===== config.mk =====
export PLATFORM = sky130hd
export DESIGN_NAME = load_store_unit_flat
export DESIGN_NICKNAME = d
export VERILOG_FILES = /design/src/rtl/load_store_unit_if.sv /design/src/rtl/load_store_unit.sv /design/src/flat_wrapper.sv
export SDC_FILE = /design/constraint.sdc
export NUM_CORES = 1
export LEC_CHECK = 0
export ABC_CLOCK_PERIOD_IN_PS = 2500
export CORE_AREA = 2 2 147 149
export CTS_BUF_LIST = sky130_fd_sc_hd__clkbuf_8
export DETAILED_ROUTE_END_ITERATION = 7
export DIE_AREA = 0 0 149 151
export GPL_ROUTABILITY_DRIVEN = 0
export GPL_TIMING_DRIVEN = 0
export PLACE_DENSITY = 0.68
export SLEW_MARGIN = 20
export SYNTH_ARGS = -nofsm -noshare
export SYNTH_HDL_FRONTEND = slang
export SYNTH_SLANG_ARGS = --single-unit

===== constraint.sdc =====
create_clock -name clk -period 2.5 [get_ports clk]
set_input_delay 0.5 -clock clk [delete_from_list [all_inputs] [get_ports clk]]
set_output_delay 0.5 -clock clk [all_outputs]
set_load 0.05 [all_outputs]

===== src/rtl/load_store_unit_if.sv =====
// Request/response and memory-side bus of the load/store unit.
// master: the LSU itself (it starts the memory transactions).
// slave : the surrounding core and data memory.
interface load_store_unit_if #(
  parameter int ADDR_WIDTH = 32
);
  logic                  req_valid;
  logic                  req_ready;
  logic                  req_write;
  logic [2:0]            req_funct3;
  logic [ADDR_WIDTH-1:0] req_addr;
  logic [31:0]           req_wdata;
  logic                  resp_valid;
  logic [31:0]           resp_rdata;
  logic                  resp_error;
  logic [ADDR_WIDTH-1:0] mem_address;
  logic                  mem_write_enable;
  logic [31:0]           mem_write_data;
  logic [31:0]           mem_read_data;

  modport master (
    input  req_valid, req_write, req_funct3, req_addr, req_wdata, mem_read_data,
    output req_ready, resp_valid, resp_rdata, resp_error,
           mem_address, mem_write_enable, mem_write_data
  );

  modport slave (
    output req_valid, req_write, req_funct3, req_addr, req_wdata, mem_read_data,
    input  req_ready, resp_valid, resp_rdata, resp_error,
           mem_address, mem_write_enable, mem_write_data
  );
endinterface


===== src/rtl/load_store_unit.sv =====
// RV32I load/store unit: byte/half/word accesses mapped onto a word-only
// memory, sub-word stores done as read-modify-write.
// Optional feature macro: LSU_ALIGN_CHECK_EN (alignment / funct3 errors).
// Outputs are registered as each state completes, so a response strobe
// appears in the cycle after the FSM leaves RESP.
module load_store_unit #(
  parameter int ADDR_WIDTH = 32
) (
  input logic               clk,
  input logic               reset,
  load_store_unit_if.master bus
);

  typedef enum logic [2:0] {
    S_IDLE, S_LOAD, S_RMW_READ, S_WRITE, S_RESP
  } state_t;

  localparam logic [1:0] SZ_B = 2'b00;
  localparam logic [1:0] SZ_H = 2'b01;
  localparam logic [1:0] SZ_W = 2'b10;

  state_t                state_q;
  logic [1:0]            size_q;
  logic                  unsigned_q;
  logic [1:0]            off_q;
  logic [31:0]           wdata_q;
  logic                  err_q;
  logic [31:0]           old_q;
  logic [31:0]           rdata_q;
  logic [ADDR_WIDTH-1:0] mem_addr_q;
  logic                  mem_we_q;
  logic [31:0]           mem_wdata_q;
  logic                  resp_valid_q;
  logic [31:0]           resp_rdata_q;
  logic                  resp_error_q;

  logic                  req_legal;
  logic [1:0]            req_size;
  logic                  req_err_d;
  logic [7:0]            ld_byte;
  logic [15:0]           ld_half;
  logic [31:0]           load_d;
  logic [31:0]           merge_d;

  // Decode the incoming request: access size and error condition.
  // Illegal funct3 falls back to a word access when no checking is built in.
  always_comb begin
    req_legal = bus.req_write ? (bus.req_funct3 <= 3'b010)
                              : (bus.req_funct3 != 3'b011 && bus.req_funct3[2:1] != 2'b11);
    req_size  = req_legal ? bus.req_funct3[1:0] : SZ_W;
`ifdef LSU_ALIGN_CHECK_EN
    req_err_d = !req_legal
             || (req_size == SZ_H && bus.req_addr[0])
             || (req_size == SZ_W && bus.req_addr[1:0] != 2'b00);
`else
    req_err_d = 1'b0;
`endif
  end

  // Lane extraction for loads and lane merge for sub-word stores.
  always_comb begin
    ld_byte = bus.mem_read_data[{off_q, 3'b000} +: 8];
    ld_half = bus.mem_read_data[{off_q[1], 4'b0000} +: 16];
    case (size_q)
      SZ_B:    load_d = unsigned_q ? {24'h0, ld_byte} : {{24{ld_byte[7]}}, ld_byte};
      SZ_H:    load_d = unsigned_q ? {16'h0, ld_half} : {{16{ld_half[15]}}, ld_half};
      default: load_d = bus.mem_read_data;
    endcase
    merge_d = old_q;
    case (size_q)
      SZ_B:    merge_d[{off_q, 3'b000} +: 8]    = wdata_q[7:0];
      SZ_H:    merge_d[{off_q[1], 4'b0000} +: 16] = wdata_q[15:0];
      default: merge_d = wdata_q;
    endcase
  end

  // Main FSM with registered outputs; reset aborts any access in flight.
  always_ff @(posedge clk) begin
    if (reset) begin
      state_q      <= S_IDLE;
      size_q       <= SZ_W;
      unsigned_q   <= 1'b0;
      off_q        <= 2'b00;
      wdata_q      <= '0;
      err_q        <= 1'b0;
      old_q        <= '0;
      rdata_q      <= '0;
      mem_addr_q   <= '0;
      mem_we_q     <= 1'b0;
      mem_wdata_q  <= '0;
      resp_valid_q <= 1'b0;
      resp_rdata_q <= '0;
      resp_error_q <= 1'b0;
    end else begin
      mem_we_q     <= 1'b0;
      resp_valid_q <= 1'b0;
      resp_rdata_q <= '0;
      resp_error_q <= 1'b0;
      case (state_q)
        S_IDLE: begin
          if (bus.req_valid) begin
            mem_addr_q <= {bus.req_addr[ADDR_WIDTH-1:2], 2'b00};
            off_q      <= bus.req_addr[1:0];
            size_q     <= req_size;
            unsigned_q <= bus.req_funct3[2];
            wdata_q    <= bus.req_wdata;
            err_q      <= req_err_d;
            rdata_q    <= '0;
            if (req_err_d)              state_q <= S_RESP;
            else if (!bus.req_write)    state_q <= S_LOAD;
            else if (req_size == SZ_W)  state_q <= S_WRITE;
            else                        state_q <= S_RMW_READ;
          end
        end
        S_LOAD: begin
          rdata_q <= load_d;
          state_q <= S_RESP;
        end
        S_RMW_READ: begin
          old_q   <= bus.mem_read_data;
          state_q <= S_WRITE;
        end
        S_WRITE: begin
          mem_we_q    <= 1'b1;
          mem_wdata_q <= merge_d;
          state_q     <= S_RESP;
        end
        S_RESP: begin
          resp_valid_q <= 1'b1;
          resp_rdata_q <= rdata_q;
          resp_error_q <= err_q;
          state_q      <= S_IDLE;
        end
        default: state_q <= S_IDLE;
      endcase
    end
  end

  assign bus.req_ready        = (state_q == S_IDLE) && !reset;
  assign bus.mem_write_enable = mem_we_q && !reset;
  assign bus.mem_address      = mem_addr_q;
  assign bus.mem_write_data   = mem_wdata_q;
  assign bus.resp_valid       = resp_valid_q;
  assign bus.resp_rdata       = resp_rdata_q;
  assign bus.resp_error       = resp_error_q;

endmodule

===== src/flat_wrapper.sv =====
// flat-port wrapper written by rule: the top's interface ports become plain ports
module load_store_unit_flat 
#(
  parameter int ADDR_WIDTH = 32
)
  (clk, reset, bus_req_valid, bus_req_write, bus_req_funct3, bus_req_addr, bus_req_wdata, bus_mem_read_data, bus_req_ready, bus_resp_valid, bus_resp_rdata, bus_resp_error, bus_mem_address, bus_mem_write_enable, bus_mem_write_data);
  load_store_unit_if #(.ADDR_WIDTH(ADDR_WIDTH)) bus_i ();
  input logic clk;
  input logic reset;
  input wire logic [$bits(bus_i.req_valid)-1:0] bus_req_valid;
  input wire logic [$bits(bus_i.req_write)-1:0] bus_req_write;
  input wire logic [$bits(bus_i.req_funct3)-1:0] bus_req_funct3;
  input wire logic [$bits(bus_i.req_addr)-1:0] bus_req_addr;
  input wire logic [$bits(bus_i.req_wdata)-1:0] bus_req_wdata;
  input wire logic [$bits(bus_i.mem_read_data)-1:0] bus_mem_read_data;
  output wire logic [$bits(bus_i.req_ready)-1:0] bus_req_ready;
  output wire logic [$bits(bus_i.resp_valid)-1:0] bus_resp_valid;
  output wire logic [$bits(bus_i.resp_rdata)-1:0] bus_resp_rdata;
  output wire logic [$bits(bus_i.resp_error)-1:0] bus_resp_error;
  output wire logic [$bits(bus_i.mem_address)-1:0] bus_mem_address;
  output wire logic [$bits(bus_i.mem_write_enable)-1:0] bus_mem_write_enable;
  output wire logic [$bits(bus_i.mem_write_data)-1:0] bus_mem_write_data;
  assign bus_i.req_valid = bus_req_valid;
  assign bus_i.req_write = bus_req_write;
  assign bus_i.req_funct3 = bus_req_funct3;
  assign bus_i.req_addr = bus_req_addr;
  assign bus_i.req_wdata = bus_req_wdata;
  assign bus_i.mem_read_data = bus_mem_read_data;
  assign bus_req_ready = bus_i.req_ready;
  assign bus_resp_valid = bus_i.resp_valid;
  assign bus_resp_rdata = bus_i.resp_rdata;
  assign bus_resp_error = bus_i.resp_error;
  assign bus_mem_address = bus_i.mem_address;
  assign bus_mem_write_enable = bus_i.mem_write_enable;
  assign bus_mem_write_data = bus_i.mem_write_data;
  load_store_unit #(.ADDR_WIDTH(ADDR_WIDTH)) u_core (.clk(clk), .reset(reset), .bus(bus_i));
endmodule

=== Word-level counts from Yosys, hierarchy flattened ===
Cells that the tools add are included.

* Register bits: 200
* Output and inout port bits: 100
* Input port bits: 103
* Logic and storage cells: 58

* Bitwise gates (word level): 1
* Shift operators: 6
* Mux-type cells: 16
* $add $sub $neg: 2
* Eq/ne operators: 9
* Order comparisons: 1
* Reduce and logical (&&, ||, !) cells: 11

{| class="wikitable"
|+ Operators with widths
! cell !! number
|-
| 32-bit case mux with 2 select lines || 3
|-
| 32-bit two-way mux || 3
|-
| 32-bit bitwise mux || 2
|-
| 16-bit by 7-bit variable shift with 32-bit output, first input constant || 1
|-
| 8-bit by 7-bit variable shift with 32-bit output, first input constant || 1
|-
| 16-bit by 7-bit variable part select with 32-bit output || 1
|-
| 32-bit by 6-bit variable part select with 16-bit output || 1
|-
| 32-bit by 6-bit variable part select with 8-bit output || 1
|-
| 8-bit by 7-bit variable part select with 32-bit output || 1
|-
| 5-bit negation with 7-bit output || 2
|-
| 3-bit case mux with 3 select lines || 1
|-
| 3-bit by 2-bit == test with 1-bit output, second input constant || 2
|-
| 3-bit two-way mux || 2
|-
| 1-bit two-way mux || 4
|-
| 2-bit inequality test, second input constant || 2
|-
| 2-bit AND reduction || 2
|-
| 2-bit OR reduction || 2
|-
| 3-bit by 1-bit == test with 1-bit output, second input constant || 1
|-
| 3-bit == test, second input constant || 1
|-
| 3-bit by 2-bit less-or-equal comparator with 1-bit output, second input constant || 1
|-
| 1-bit logical AND || 3
|-
| 3-bit zero test || 1
|-
| 3-bit by 2-bit inequality test with 1-bit output, second input constant || 1
|-
| 2-bit by 1-bit == test with 1-bit output, second input constant || 1
|-
| 6 further kinds || 6
|}

=== Longest topological paths before layout ===
Gate-level depths: netlist of run 1.

* Depth in word-level cells: 9
* Depth in mapped cells: 9
* Gate-level depth less buffers: 6

=== Least setup slack after synthesis of run 1 ===
Ideal clock, no wire load.

* Path type: register to register
* From: register u_core.off_q[1]
* To: register u_core.mem_wdata_q[14] (netlist: u_core.bus.mem_write_data[14])
* Data required time: 2.414 ns
* Buffers on the path: 3
* Cell stages (with the launch flop): 10
* Data arrival time: 2.271 ns
* Path slack: 0.143 ns
* Cell sequence: dfxtp_1 > buf_2 > inv_1 > clkbuf_1 > ha_1 > nor3b_2 > clkbuf_1 > a41o_1 > nand2_1 > a211oi_1

* Longest elaborated chain between the ends: 4
* Elaborated cells on any way between the ends: 9
* Those cells by class: add/sub (2); shift (4); mux (3)

{| class="wikitable"
|+ Ends and longest elaborated chain
! item !! RTL line !! text
|-
| start, declared || load_store_unit.sv:25 || <nowiki>logic [1:0] off_q;</nowiki>
|-
| start signal, assigned || load_store_unit.sv:103 || <nowiki>off_q <= bus.req_addr[1:0];</nowiki>
|-
| 5-bit negation with 7-bit output (on tied branches) || load_store_unit.sv:72, load_store_unit.sv:71 ||
|-
| 16-bit by 7-bit variable part select with 32-bit output (tied with other cells) || load_store_unit.sv:72 || <nowiki>SZ_H: merge_d[{off_q[1], 4'b0000} +: 16] = wdata_q[15:0];</nowiki>
|-
| 32-bit bitwise mux (on tied branches) || load_store_unit.sv:72, load_store_unit.sv:71 ||
|-
| 32-bit case mux with 2 select lines * || load_store_unit.sv:70 || <nowiki>case (size_q)</nowiki>
|-
| end signal, assigned || load_store_unit.sv:125 || <nowiki>mem_wdata_q <= merge_d;</nowiki>
|-
| end, declared || load_store_unit.sv:32 || <nowiki>logic [31:0] mem_wdata_q;</nowiki>
|}

Every way passes the cells marked *; elsewhere a longest branch is shown, timed or not.
A chain may end at the register's enable or synchronous reset.

=== Final worst setup path of run 1 ===
* From: register u_core.off_q[1]
* To: register u_core.mem_wdata_q[7] (netlist: u_core.bus.mem_write_data[7])

The elaborated chain is that of the path after synthesis.

==> out/qor.yml, run 1 <==
routed_wl_um: 26000
synth_mux_area_share_pct: 2.24
worst-path-max-fanout: 10
syn_area_per_cell_um2: 8.70
synth_cells: 917
finalInstanceArea_mm2: 0.0108
power.internal_mw: 4.67
clk_latency_ps: 490
ys_seq_area_share_pct: 50.2
hold_class: "in -> reg"
holdPathStages: 2
r2r_slack_ps: 110
yosys.area_share.simple_pct: 19.0
post-dp-hpwl_um: 19900
status: "finished, final reports clean"
synth-edff-count: 0
worstPathRequired_ps: 2870
cellLeakagePower_nw: 4.02
p_per_area_mw_per_mm2: 633
diodes: 0
met1_usage_pct: 29.1
h-tree-depth: 4
setup_viol: 0
io_pins: 203
antenna_found_initial: 0
place_ws_ps: -484
worstPathCellList: "buf_2 > clkinvlp_4 > ha_1 > nor4bb_1 > a211o_1 > a221oi_1 > nor3_1"
die_area_mm2: 0.0225
seq_power_share_pct: 50.5
fin_crit_ps: 2390
dpl_cell_area_mm2: 0.0103
grt_use_met2_pct: 38.2
fin_nets: 1246
maxCapViolations: 0
worstMarginPinSlew_ps: 890
drt_iter0_markers: 655
p_comb_share_pct: 16.9
busiest_layer: "met2"
whs_endpoint: "u_core.state_q[2]"
critPathTopFamily: "compound AO/OA/AOI/OAI gates"
grt_usage_pct: 22.8
antenna_left: 0
vias: 7552
timing.rr.start: "u_core.off_q[1]"
hp-start: "reset"
rsz0062_at_grt: "false"
peakVddDrop_v: 0.000462
vias_per_cell: 5.30
drive_above_1_share_pct: 7.12
grt_max_degree: 23
yosysUniqueCellTypes: 45
timing.slew.headroom_pct: 40.2
async_flop_share_pct: 0
critical_path_arrival_ps: 2760
ys_ff_latch: 200
r2r_cells: 7
switchingPower_mw: 2.20
critPathLaunchType: "register"
path_class: "reg -> reg"
fin_worst_skew_ps: 17.8
hold_violations: 0
synth_top_family_by_area: "compound AO/OA/AOI/OAI gates"
power_switching_share_pct: 32.0
cts.sinks: 200
areaGrowthSynthToFinish_pct: 35.9
ys_warn_count: 0
start_util_pct: 38.3
cts-buffers-inserted: 17
clock.fmax_mhz: 418
die_y_um: 151
coreArea_mm2: 0.0208
slowest_delay_ps: 450
critPathSlowestCell: "dfxtp_2"
synth_area_mm2: 0.00798
root_buffer: "clkbuf_8"
std_cell_rows: 53
clk_path_buf_depth: 2
drc: 0
cts.reportedPaths.clkPinSlew_ps: 110
firstDrtPassIters: 7
postCtsHoldBufs: 0
maxSlewViolCount: 0
power_frac_clock_pct: 32.5
timing.hold.ws_ps: 419
grt-ovfl-total: 0
die_x_um: 149
tritoncts: "yes"
grt_pass1_vias: 7096
timing.final.crit_share_pct: 95.7
grt_first_pass_wirelength_um: 39200
grtUsageMet3_pct: 6.30
synth_compound_area_share_pct: 23.0
synth_xor_area_share_pct: 0
synthFlopType: "dfxtp_1"
finalWorstSetupSlack_ps: 108
r2r-end: "u_core.bus.mem_write_data[7]"
synthAdderAreaFrac_pct: 0.784
critPathCaptureType: "register"
setup_tns_ps: 0
io_buffers: 198
wl_per_cell_um: 18.2
cp_num_buf_inv: 2
-- placed cells by master, fill, tap and decap left out, types with 3 or more instances in the layout --
| master | instances |
|---|---|
| conb_1 | 3 |
| a222oi_1 | 7 |
| buf_4 | 8 |
| o21bai_1 | 8 |
| clkdlybuf4s50_1 | 196 |
| dfxtp_1 | 198 |
| a32o_1 | 8 |
| a22o_1 | 16 |
| clkinv_8 | 7 |
| mux2_2 | 15 |
| and2_1 | 36 |
| a211oi_1 | 8 |
| a31oi_1 | 9 |
| nor3_1 | 18 |
| o2bb2ai_1 | 7 |
| a21oi_1 | 117 |
| nor2_1 | 34 |
| inv_1 | 11 |
| a221o_1 | 23 |
| nor2b_1 | 15 |
| a221oi_2 | 5 |
| a41o_1 | 8 |
| clkbuf_2 | 5 |
| o21ai_0 | 11 |
| inv_8 | 5 |
| a221oi_1 | 27 |
| nand2_1 | 222 |
| buf_2 | 3 |
| buf_1 | 3 |
| clkbuf_8 | 17 |
| clkbuf_1 | 62 |
| ha_1 | 5 |
-- state kept, by name, indices dropped and copies added, names as in the netlist --
register and flops:
u_core.mem_we_q 1, u_core.size_q 2, u_core.state_q 3, u_core.bus.mem_write_data 32
u_core.bus.resp_rdata 32, u_core.unsigned_q 1, u_core.off_q 2, u_core.rdata_q 32
u_core.bus.resp_valid 1, u_core.old_q 32, u_core.wdata_q 32, u_core.bus.mem_address 30
-- synthesized netlist by cell type (all sizes together), types with 2 or more instances --
library cell / instances / area (um^2)
nor3: 19 / 95.1
o21ai: 12 / 60.1
a211o: 2 / 17.5
nor2: 34 / 128
dfxtp: 200 / 4000
a31oi: 9 / 56.3
inv: 12 / 45.0
mux2: 15 / 169
nor3b: 3 / 37.5
a221o: 23 / 230
a221oi: 32 / 280
buf: 12 / 78.8
a41o: 8 / 80.1
ha: 5 / 62.6
o21bai: 8 / 60.1
o2bb2ai: 7 / 61.3
or3: 2 / 17.5
nand3b: 2 / 15.0
a222oi: 7 / 70.1
nand3: 2 / 10.0
and2: 36 / 225
nor2b: 15 / 93.8
nand2: 222 / 833
clkbuf: 68 / 255
nor4b: 2 / 17.5
a211oi: 8 / 60.1
a21oi: 117 / 586
a32o: 8 / 80.1
a22o: 16 / 140
-- how the worst max path moves through the flow --
| stage | slack [ps] | endpoint | start | cells past startpoint |
|---|---|---|---|---|
| floorplan | 140 | u_core.bus.mem_write_data[14] | u_core.off_q[1] | 9 |
| global placement | -430 | u_core.bus.mem_write_data[14] | u_core.off_q[1] | 9 |
| detailed placement | -480 | u_core.bus.mem_write_data[15] | u_core.off_q[1] | 9 |
| CTS | 20 | bus_req_ready | u_core.state_q[2] | 3 |
| global route | 4 | u_core.bus.mem_write_data[1] | u_core.off_q[1] | 7 |
| finish | 110 | u_core.bus.mem_write_data[7] | u_core.off_q[1] | 7 |
-- power groups by stage --
stage          clock network, mW  registers (mW)  logic, mW
2_1_floorplan                  0            3.66      0.514
3_3_place_gp                   0            3.53       1.13
3_5_place_dp                   0            3.54       1.14
4_1_cts                     2.27            3.46       1.15
5_1_grt                     2.42            3.48       1.25
6_report                    2.24            3.47       1.16
-- worst register-to-register path: stages (launching register included) --
cell,delay [ps]
dfxtp_2,450
buf_2,300
clkinvlp_4,210
ha_1,270
nor4bb_1,160
a211o_1,420
a221oi_1,410
nor3_1,90
-- routing by layer --
| layer | vias to the layer above | part of all wire [%] |
|---|---|---|
| met3 | 43 | 9.8 |
| met4 | 0 | 1.9 |
| met1 | 3512 | 42 |
| met5 | - | 0 |
| li1 | 3670 | - |
| met2 | 327 | 46 |
-- cell type report --
| cell class | instances | area (um^2) |
|---|---|---|
| fillers | 2014 | 9980 |
| flip-flops and latches | 200 | 4010 |
| multi-input cells | 627 | 3660 |
| repair buffers | 202 | 2010 |
| well taps | 275 | 344 |
| plain buffers | 78 | 332 |
| clock buffers | 17 | 234 |
| clock inverters | 15 | 218 |
| inverters | 12 | 48.8 |
-- per-stage QoR --
stage | util, % | total power, mW | instances
final | 52.1 | 6.87 | 1426
after detailed placement | 49.5 | 4.68 | 1392
after global placement | 49.5 | 4.66 | 1392
after floorplan | - | 4.17 | 919
after global routing | 52.1 | 7.15 | 1426
after CTS | 51.9 | 6.89 | 1424
-- repair_timing --
item,4_1_cts,5_1_grt
endpoints found under the setup margin,34,66
gates resized for setup,13,6
setup buffers,1,3
pin swaps,0,0
-- kinds of logic after synthesis --
| logic type | after synthesis |
|---|---|
| flops | 200 |
| mux | 16 |
| compound gates | 261 |
| simple gates | 342 |
| fa+ha+maj | 5 |
| other cells | 1 |
| buf+inv | 92 |
Power figures use the tool's default switching activity.
==> run 2: changes to the inputs <==
--- a/config.mk
+++ b/config.mk
@@ -5,11 +5,12 @@
 export SDC_FILE = /design/constraint.sdc
 export NUM_CORES = 1
 export LEC_CHECK = 0
+export ABC_AREA = 1
 export ABC_CLOCK_PERIOD_IN_PS = 2500
-export CORE_AREA = 2 2 147 149
+export CORE_AREA = 2 2 149 151
 export CTS_BUF_LIST = sky130_fd_sc_hd__clkbuf_8
 export DETAILED_ROUTE_END_ITERATION = 7
-export DIE_AREA = 0 0 149 151
+export DIE_AREA = 0 0 151 153
 export GPL_ROUTABILITY_DRIVEN = 0
 export GPL_TIMING_DRIVEN = 0
 export PLACE_DENSITY = 0.68
==> out/qor.yml, run 2 <==
status: "finished, final reports clean"
io_pins: 203  # unchanged
postCtsHoldBufs: 0  # unchanged
async_flop_share_pct: 0  # unchanged
peakVddDrop_v: 0.000392  # -15%
path_class: "in -> out"
die_area_mm2: 0.0231  # +2.7%
clk_path_buf_depth: 2  # unchanged
root_buffer: "clkbuf_8"
std_cell_rows: 54  # +1.9%
diodes: 0  # unchanged
clock.fmax_mhz: 427  # +2.0%
layout_common_cells: "nand2_1 (255), dfxtp_1 (200), clkdlybuf4s50_1 (197)"
firstDrtPassIters: 7  # unchanged
cts_resized: 4  # -9
synth_area_leaders: "dfxtp_1 (48%), a21oi_1 (12%), nand2_1 (12%)"
post-dp-hpwl_um: 20700  # +3.8%
hold_class: "reg -> reg"
ys_seq_area_share_pct: 48.5  # -1.7 points
dpl_cell_area_mm2: 0.0106  # +2.9%
coreArea_mm2: 0.0215  # +3.2%
grt_max_degree: 17  # -26%
critPathCaptureType: "output port"
fin_crit_ps: 2340  # -47.6 ps
yosysMostFrequentCell: "nand2_1"
maxCapViolations: 0  # unchanged
worstPathRequired_ps: 2000  # -870 ps
critPathLaunchType: "primary input"
timing.slew.headroom_pct: 56.7  # +17 points
antenna_found_initial: 0  # unchanged
start_util_pct: 38.4  # +0.13 points
wl_per_cell_um: 16.2  # -11%
drive_above_1_share_pct: 7.08  # -0.044 points
setup_tns_ps: 0  # unchanged
fin_worst_skew_ps: 21.6  # +3.79 ps
critical_path_arrival_ps: 1840  # -920 ps
tritoncts: "yes"
synth_cells: 1137  # +24%
synth_top_area_share_pct: 48.5  # -1.7 points
layout_commonest_cell: "nand2_1"
synth_area_mm2: 0.00826  # +3.5%
finalInstanceArea_mm2: 0.0110  # +1.4%
cts.reportedPaths.clkPinSlew_ps: 100  # about the same
cts-buffers-inserted: 17  # unchanged
io_buffers: 199  # +0.51%
p_per_area_mw_per_mm2: 622  # -1.8%
die_y_um: 153  # +1.3%
post_cts_buffers: 0  # -1
fin_nets: 1465  # +18%
h-tree-depth: 4  # unchanged
fin_util_pct: 51.2  # -0.90 points
areaGrowthSynthToFinish_pct: 33.1
grt-ovfl-total: 0  # unchanged
vias_per_cell: 5.08  # -4.1%
timing.final.crit_share_pct: 93.8  # -1.9 points
ys_warn_count: 0  # unchanged
hold_violations: 0  # unchanged
drc: 0  # unchanged
cts.sinks: 200  # unchanged
grt_pass1_vias: 7909  # +11%
antenna_left: 0  # unchanged
maxSlewViolCount: 0  # unchanged
vias: 8376  # +11%
cellLeakagePower_nw: 4.05  # +0.53%
syn_area_per_cell_um2: 7.27  # -17%
ys_ff_latch: 200  # unchanged
grt_first_pass_wirelength_um: 41300  # +5.3%
worst-path-max-fanout: 10  # unchanged
worstMarginPinSlew_ps: 649  # -241 ps
clk_latency_ps: 490  # about the same
netlist_top_cells_count: "nand2_1 (255), dfxtp_1 (200), a21oi_1 (192), nor2_1 (112), o21ai_0 (104)"
die_x_um: 151  # +1.3%
setup_viol: 0  # unchanged
yosysUniqueCellTypes: 33  # -27%
place_ws_ps: -358  # +126 ps
routed_wl_um: 26700  # +2.7%
synth_top_area_cell: "dfxtp_1"
drt_iter0_markers: 607  # -7.3%
synthFlopType: "dfxtp_1"
synth-edff-count: 0  # unchanged
rsz0062_at_grt: "false"
grt_usage_pct: 23.1  # +0.32 points
finalWorstSetupSlack_ps: 155  # +47.6 ps
run 2: per-stage QoR:
stage | hold WS [ps] | total power [mW] | cells
after floorplan | 408 | 4.31 | 1139
after global placement | 420 | 4.82 | 1618
after detailed placement | 419 | 4.84 | 1618
after CTS | 427 | 6.87 | 1650
after global routing | 448 | 7.13 | 1650
final | 423 | 6.84 | 1650
run 2: path summary, 6_finish.rpt:
kind / from / to / slack, ps / depth (start not counted)
worst max register to register: u_core.off_q[1] / u_core.bus.mem_write_data[29] / 160 / 9
worst max-delay path: reset / bus_mem_write_enable / 160 / 4
worst min-delay path: u_core.rdata_q[6] / u_core.bus.resp_rdata[6] / 420 / 2
worst min register to register: u_core.rdata_q[6] / u_core.bus.resp_rdata[6] / 420 / 2
run 2: cells by family (layout without fill, tap and decap cells):
group,after synthesis,after routing,share of synthesized area (%)
flops,200,200,48.5
simple gates,420,420,20.7
compound gates,340,340,21.3
buf+inv,171,402,8.71
fa+ha+maj,5,5,0.757
other cells,1,3,0.0454
run 2: cell type report:
type | instances | area [um^2]
buffer | 75 | 357
clock buffer | 21 | 289
clock inverter | 11 | 96.3
fill | 2179 | 10500
inverter | 96 | 365
multi-input combinational | 768 | 3550
sequential | 200 | 4000
tap | 280 | 350
timing repair buffer | 199 | 1990
run 2: power by group:
| group | internal (mW) | leakage (nW) | switching (mW) | total [mW] |
|---|---|---|---|---|
| logic | 0.475 | 2.21 | 0.844 | 1.32 |
| registers | 3.35 | 1.63 | 0.110 | 3.46 |
| clock network | 0.895 | 0.204 | 1.17 | 2.06 |
| total | 4.72 | 4.05 | 2.12 | 6.84 |
run 2: worst max-delay path: stages:
cell             delay, ps
clkdlybuf4s50_1        460
clkbuf_2               210
nor2_1                 120
dlygate4sd2_1          560
run 2: routing by layer:
layer	GRT usage (%)	vias up	part of all wire (%)
li1	-	4123	-
met1	29.0	3834	42
met2	37.6	358	46
met3	7.07	61	9.7
met4	7.92	0	2.8
met5	0	-	0
==> run 3: changes to the inputs <==
--- a/config.mk
+++ b/config.mk
@@ -14,6 +14,7 @@
 export GPL_ROUTABILITY_DRIVEN = 0
 export GPL_TIMING_DRIVEN = 0
 export PLACE_DENSITY = 0.68
+export SKIP_CTS_REPAIR_TIMING = 1
 export SLEW_MARGIN = 20
 export SYNTH_ARGS = -nofsm -noshare
 export SYNTH_HDL_FRONTEND = slang
==> out/qor.yml, run 3 (synthesis results as in run 2) <==
io_buffers: 199  # unchanged
stdcell_count: 1650  # unchanged
wl_per_cell_um: 16.2  # +0.17%
clk_latency_ps: 480  # about the same
critPathLaunchType: "register"
timing.final.crit_share_pct: 93.6  # -0.22 points
worstPathRequired_ps: 2920  # +920 ps
die_x_um: 151  # unchanged
drc: 0  # unchanged
worstMarginPinSlew_ps: 647  # -2.19 ps
layout_commonest_cell: "nand2_1"
rsz0062_at_grt: "false"
diodes: 0  # unchanged
grt_max_degree: 17  # unchanged
grt_first_pass_wirelength_um: 41300  # about the same
cts.reportedPaths.clkPinSlew_ps: 110  # about the same
io_pins: 203  # unchanged
die_y_um: 153  # unchanged
cellLeakagePower_nw: 4.05  # +0.20%
path_class: "reg -> reg"
vias_per_cell: 5.09  # +0.25%
root_buffer: "clkbuf_8"
maxCapViolations: 0  # unchanged
layout_common_cells: "nand2_1 (255), dfxtp_1 (200), clkdlybuf4s50_1 (197)"
std_cell_rows: 54  # unchanged
grt-ovfl-total: 0  # unchanged
timing.slew.headroom_pct: 56.9  # +0.15 points
drive_above_1_share_pct: 6.93  # -0.15 points
maxSlewViolCount: 0  # unchanged
p_per_area_mw_per_mm2: 622  # about the same
tritoncts: "yes"
post-dp-hpwl_um: 20700  # unchanged
hold_class: "reg -> reg"
peakVddDrop_v: 0.000391  # -0.46%
clk_path_buf_depth: 2  # unchanged
areaGrowthSynthToFinish_pct: 33.2  # about the same
fin_nets: 1465  # unchanged
filler_cell_count: 2180  # +0.046%
dpl_cell_area_mm2: 0.0106  # unchanged
die_area_mm2: 0.0231  # unchanged
fin_util_pct: 51.2  # about the same
setup_tns_ps: 0  # unchanged
h-tree-depth: 4  # unchanged
antenna_left: 0  # unchanged
finalInstanceArea_mm2: 0.0110  # about the same
clock.fmax_mhz: 428  # +0.23%
grt_pass1_vias: 7910  # +0.013%
cts-buffers-inserted: 17  # unchanged
timing.hold.ws_ps: 424  # +0.124 ps
setup_viol: 0  # unchanged
fin_crit_ps: 2340  # -5.49 ps
antenna_found_initial: 0  # unchanged
routed_wl_um: 26800  # +0.17%
hold_violations: 0  # unchanged
vias: 8397  # +0.25%
cts.sinks: 200  # unchanged
status: "finished, final reports clean"
coreArea_mm2: 0.0215  # unchanged
critPathCaptureType: "register"
drt_iter0_markers: 596  # -1.8%
critical_path_arrival_ps: 2760  # +920 ps
fin_worst_skew_ps: 21.0  # -0.587 ps
dp_cells: 1618  # unchanged
worst-path-max-fanout: 12  # +2
start_util_pct: 38.4  # unchanged
grt_usage_pct: 23.1  # about the same
firstDrtPassIters: 6  # -1
-- run 3: worst max-delay path, cell delays in order, from the launching register on --
cell	delay, ps
dfxtp_1	370
buf_2	210
inv_1	100
buf_4	190
ha_1	210
inv_1	160
clkbuf_1	360
nand3_1	180
or2_2	350
a21oi_1	160
-- run 3: power by group --
part / switching (mW) / internal, mW / leakage [nW]
combinational: 0.845 / 0.474 / 2.22
sequential: 0.111 / 3.35 / 1.63
clock: 1.17 / 0.895 / 0.204
-- run 3: layer usage --
| metal | share of wire [%] | track usage (%) | vias to the layer above |
|---|---|---|---|
| li1 | - | - | 4122 |
| met1 | 42 | 29.0 | 3859 |
| met2 | 46 | 37.6 | 357 |
| met3 | 9.6 | 7.07 | 59 |
| met4 | 2.7 | 7.92 | 0 |
| met5 | 0 | 0 | - |
-- run 3: worst paths after layout --
path | from | endpoint | slack, ps | cells past startpoint
setup / recovery | u_core.off_q[1] | u_core.bus.mem_write_data[29] | 160 | 9
hold / removal | u_core.rdata_q[6] | u_core.bus.resp_rdata[6] | 420 | 2
setup reg to reg | u_core.off_q[1] | u_core.bus.mem_write_data[29] | 160 | 9
hold reg to reg | u_core.rdata_q[6] | u_core.bus.resp_rdata[6] | 420 | 2
-- run 3: area by class of cell --
cell class / instances / area, um^2 / share of cell area (%)
inverter: 96 / 365 / 3.32
multi-input combinational: 768 / 3550 / 32.3
timing repair buffer: 199 / 1990 / 18.1
clock buffer: 21 / 289 / 2.63
buffer: 75 / 354 / 3.22
tap: 280 / 350 / 3.19
sequential: 200 / 4000 / 36.4
clock inverter: 11 / 96.3 / 0.876
-- run 3: metrics by stage --
step	worst slack [ps]	power [mW]
2_1_floorplan	455	4.31
3_3_place_gp	-382	4.82
3_5_place_dp	-358	4.84
4_1_cts	-373	6.87
5_1_grt	37.0	7.13
6_report	161	6.84
